[config.mk]
export PLATFORM = sky130hd
export DESIGN_NAME = gshare_predictor
export DESIGN_NICKNAME = d
export VERILOG_FILES = /design/src/rtl/gshare_predictor.sv
export SDC_FILE = /design/constraint.sdc
export NUM_CORES = 1
export LEC_CHECK = 0
export BUFFER_PORTS_ARGS = -buffer_cell sky130_fd_sc_hd__buf_4
export CORE_MARGIN = 2
export CORE_UTILIZATION = 58
export CTS_CLUSTER_SIZE = 24
export DETAILED_ROUTE_END_ITERATION = 8
export PLACE_DENSITY_LB_ADDON = 0.3
export SYNTH_ARGS = -nofsm -noshare
export SYNTH_HDL_FRONTEND = slang
export SYNTH_SLANG_ARGS = --single-unit
[constraint.sdc]
create_clock -name clk -period 3.5 [get_ports clk]
set_clock_uncertainty 0.1 [all_clocks]
set_input_delay 0 -clock clk [delete_from_list [all_inputs] [get_ports clk]]
set_output_delay 0 -clock clk [all_outputs]
set_load 0.01 [all_outputs]
[src/rtl/gshare_predictor.sv]
// rtl/gshare_predictor.sv - gshare branch predictor: PC xor speculative GHR into saturating counters
module gshare_predictor #(
    parameter int INDEX_WIDTH = 6,
    parameter int HIST_WIDTH  = 4,
    parameter int CTR_WIDTH   = 2
) (
    input  logic                  clk,
    input  logic                  rst,
    input  logic                  rdy,
    input  logic                  query_valid,
    input  logic [31:0]           query_pc,
    output logic                  predict_result,
    output logic [HIST_WIDTH-1:0] predict_ghr,
    input  logic                  update,
    input  logic [31:0]           update_pc,
    input  logic [HIST_WIDTH-1:0] update_ghr,
    input  logic                  update_result,
    input  logic                  update_mispredict,
    output logic [31:0]           update_count,
    output logic [31:0]           mispredict_count
);
    localparam int ENTRIES = 1 << INDEX_WIDTH;
    localparam logic [CTR_WIDTH-1:0] CTR_INIT = CTR_WIDTH'((1 << (CTR_WIDTH - 1)) - 1);
    localparam logic [CTR_WIDTH-1:0] CTR_MAX  = '1;

    logic [CTR_WIDTH-1:0]   ctr_q [ENTRIES];
    logic [HIST_WIDTH-1:0]  ghr_q, ghr_d;
    logic [31:0]            update_count_q, mispredict_count_q;
    logic [INDEX_WIDTH-1:0] query_idx, update_idx;
    logic [CTR_WIDTH-1:0]   upd_ctr_cur, upd_ctr_d;
    logic                   unused_pc_bits;

    // Shorter histories are zero-extended before folding into the PC bits.
    assign query_idx  = query_pc[INDEX_WIDTH:1] ^ INDEX_WIDTH'(ghr_q);
    assign update_idx = update_pc[INDEX_WIDTH:1] ^ INDEX_WIDTH'(update_ghr);

    assign predict_result   = ctr_q[query_idx][CTR_WIDTH-1];
    assign predict_ghr      = ghr_q;
    assign update_count     = update_count_q;
    assign mispredict_count = mispredict_count_q;

    assign unused_pc_bits = ^{query_pc[31:INDEX_WIDTH+1], query_pc[0],
                              update_pc[31:INDEX_WIDTH+1], update_pc[0]};

    // The extra bit keeps the shift legal when HIST_WIDTH is 1.
    function automatic logic [HIST_WIDTH-1:0] shift_in(input logic [HIST_WIDTH-1:0] h,
                                                       input logic b);
        logic [HIST_WIDTH:0] w;
        w = {h, b};
        return w[HIST_WIDTH-1:0];
    endfunction

    always_comb begin
        upd_ctr_cur = ctr_q[update_idx];
        upd_ctr_d   = upd_ctr_cur;
        if (update_result) begin
            if (upd_ctr_cur != CTR_MAX) upd_ctr_d = upd_ctr_cur + 1'b1;
        end else begin
            if (upd_ctr_cur != '0) upd_ctr_d = upd_ctr_cur - 1'b1;
        end
    end

    // Misprediction recovery wins over the speculative shift of a concurrent query.
    always_comb begin
        ghr_d = ghr_q;
        if (update && update_mispredict) begin
            ghr_d = shift_in(update_ghr, update_result);
        end else if (query_valid) begin
            ghr_d = shift_in(ghr_q, predict_result);
        end
    end

    always_ff @(posedge clk) begin
        if (rst) begin
            for (int i = 0; i < ENTRIES; i++) ctr_q[i] <= CTR_INIT;
            ghr_q              <= '0;
            update_count_q     <= '0;
            mispredict_count_q <= '0;
        end else if (rdy) begin
            ghr_q <= ghr_d;
            if (update) begin
                ctr_q[update_idx] <= upd_ctr_d;
                update_count_q    <= update_count_q + 32'd1;
                if (update_mispredict) mispredict_count_q <= mispredict_count_q + 32'd1;
            end
        end
    end
endmodule

==> flow_summary.toml <==
[flow_run]
cap_viol_max_count = 0

[synth]
synth_top_family_by_area = "simple AND/OR/NAND/NOR gates"
synth_compound_area_frac = 0.0679
netlist_area_mm2 = 0.0103
synth_simple_gate_area_share = 0.261
synth.distinct_cells = 59
muxShareOfSynthArea = 0.0704
ys_warn_count = 0
synthesis.nets = 1076
synth_edf_count = 128
synth_xor_xnor_area_share = 0.0556
yosysSeqAreaShare = 0.505
ys_ff_latch = 196
ys_async_sr_fraction = 0
synth_cells = 999
synthFlopType = "edfxtp_1"
synthAdderAreaFrac = 0.00449
postSynthAreaPerCell_um2 = 10.3

[global_routing]
grt_first_pass_wirelength_um = 41000
grt.total_usage = 0.289
grt_max_degree = 84
overflow = 0
grt_antenna_before_repair = 0
first_global_vias = 7726

[cells_and_area]
final_core_util = 0.696
layout.cells.non_filler = 1338
register_area_mm2 = 0.00520
fillCellCount = 1235
syn2layout_area_growth_pct = 17.1
diodes = 0
final_net_count = 1177
drive_gt1_frac = 0.244
multi_input_area_mm2 = 0.00480

[outcome]
status = "finished clean"

[pwr]
ir_drop_v = 0.000438
p_clk_frac = 0.362
p_comb_frac = 0.167
switching_share = 0.296
powerDensity_mw_per_mm2 = 444
leakage_nw = 4.12
internal_power_mw = 3.77
p_seq_frac = 0.471
power.total_mw = 5.36
p_sw_mw = 1.59

[hold_path]
hold_path_class = "in2reg"

[drt]
viasPerCell = 6.04
route.vias.total = 8087
ant_nets = 0
first_pass_iters = 5
drc = 0
wl_per_cell_um = 19.8
first_iter_violations = 869
drt-total-wl_um = 26500

[sta]
fin_crit_sh = 0.954
worst_pin_slew_ns = 0.885
post-route-min-period_ns = 3.34
maxSlewViolCount = 0
setup_viol = 0
fin_ws_ns = 0.160
max_freq_ghz = 0.299
relSlewSlack = 0.406
rsz0062_at_grt = "no"
report.final.hold_viol_count = 0
fin_setup_tns_ns = 0

[setup_path]
worstReg2RegStart = "predict_ghr[0]"
r2r_setup_slack_ns = 0.49
critPathKind = "in2reg"
critPathLaunch = "update_ghr[1]"
start_kind = "input pin"
cp_max_fo = 14
rr_endpoint = "predict_ghr[0]"
cp-end-kind = "register"
rr_worst_depth = 7
crit_end = "ctr_q[61][0]"
worstPathArrival_ns = 3.55
crit_required_ns = 3.71

[cts]
clock_path_buffers = 2
clock-sinks = 196
cts_buffers = 17
post_cts_resized = 0
clkLatencyLatePin_ns = 0.45
cts_tree = "built"
cts_root_buffer = "clkbuf_16"
cts_max_level = 4
cts_setup_buffers = 0
clk_pin_slew_ns = 0.08

[die]
ios = 144
fp.dieH_um = 137
start_util = 0.594
die_area_mm2 = 0.0189
rows = 48
die_width_um = 137
coreArea_mm2 = 0.0174

[placement]
dp.cells = 1294
numPortBuffers = 91
hpwl_um = 17900
dp_slack_ns = 0.337
gp_congestion = 0.950
==> placed cells by master (no fill, tap or decap), drive strengths merged, types with 14 or more instances in the layout <==
cell type,instances
a21oi,40
buf,133
clkbuf,17
dfxtp,68
edfxtp,128
inv,17
mux2i,14
mux4,25
nand2,145
nand2b,67
nand3,89
nand4,14
nor2,151
nor3,14
o21ai,23
xnor2,20
xor2,42
==> layout make-up <==
| class | instances | area share |
|---|---|---|
| Clock buffer | 17 | 0.0352 |
| Tap cell | 225 | 0.0233 |
| Timing Repair Buffer | 145 | 0.0958 |
| Inverter | 10 | 0.00311 |
| Clock inverter | 15 | 0.0135 |
| Multi-Input combinational cell | 730 | 0.398 |
| Sequential cell | 196 | 0.431 |
==> worst min path at each step <==
stage,from,endpoint,cells past startpoint
2_1_floorplan,update_ghr[2],predict_ghr[3],2
3_3_place_gp,update_result,predict_ghr[0],3
3_5_place_dp,update_result,predict_ghr[0],3
4_1_cts,update_pc[5],ctr_q[11][0],4
5_1_grt,update_pc[6],ctr_q[11][0],4
6_report,update_pc[5],ctr_q[11][0],4
==> cell usage after synthesis (3+ instances only) <==
master	count	share of area
nor3_1	9	0.0044
and2_1	4	0.0024
a221oi_1	4	0.0034
xnor2_1	18	0.015
a311oi_1	6	0.0051
nor3_2	5	0.0049
a211oi_1	5	0.0036
dfxtp_1	68	0.13
o21ai_1	5	0.0024
nand2b_1	67	0.041
nand3_2	60	0.058
or3_1	13	0.0079
and4_1	4	0.0034
nand3_1	29	0.014
a21oi_1	40	0.019
clkbuf_1	37	0.013
a31oi_1	3	0.0018
edfxtp_1	128	0.37
nand4_1	14	0.0085
nor2_1	151	0.055
xor2_1	40	0.034
a22oi_1	5	0.0036
buf_4	4	0.0029
inv_1	10	0.0036
nand2_1	145	0.053
and3_1	6	0.0036
buf_2	13	0.0063
mux4_2	25	0.055
buf_6	8	0.0087
o21ai_0	18	0.0087
mux2i_1	14	0.014
==> power by group through the flow <==
stage / sequential [mW] / clock (mW) / combinational (mW)
final: 2.53 / 1.94 / 0.893
after global routing: 2.53 / 2.03 / 0.936
after CTS: 2.53 / 1.95 / 0.878
after detailed placement: 2.58 / 0 / 0.862
after global placement: 2.58 / 0 / 0.852
after floorplan: 2.57 / 0 / 0.581
==> per-layer routing <==
| metal | up-vias | GRT usage | wire (um) |
|---|---|---|---|
| met3 | 85 | 0.0548 | 2060 |
| li1 | 3748 | - | - |
| met5 | - | 0 | 0 |
| met1 | 3888 | 0.384 | 10500 |
| met2 | 366 | 0.459 | 12700 |
| met4 | 0 | 0.136 | 1130 |
==> what timing repair did <==
action | 4_1_cts | 5_1_grt
endpoints found under the setup margin | 0 | 0
hold buffers | 12 | 0
hold endpoints to repair | 30 | 0
==> critical path, cell delays in order <==
cell	delay, ns
dlygate4sd3_1	0.55
buf_4	0.17
xor2_4	0.40
nor2_1	0.32
a22oi_1	0.25
a41oi_1	0.21
a211o_1	0.32
and3b_1	0.18
or4_1	0.42
maj3_4	0.38
buf_4	0.23
nand3_2	0.10
==> kinds of logic after synthesis <==
| group | count (synthesis) |
|---|---|
| mux | 41 |
| compound gates | 108 |
| simple gates | 515 |
| buf+inv | 73 |
| fa+ha+maj | 4 |
| xor+xnor | 62 |
| flops | 196 |
==> through the flow <==
step | hold slack (ns) | area, um^2
finish | 0.0557 | 12100
global route | 0.0630 | 12100
CTS | 0.0385 | 12100
detailed placement | 0.206 | 11400
global placement | 0.190 | 11400
floorplan | 0.0591 | 10300
==> flip-flops by register name (all words and copies together), names as in the netlist <==
name,cells
mispredict_count,32
update_count,32
ctr_q,128
predict_ghr,4
No activity file was read; power rests on OpenSTA's default activity.
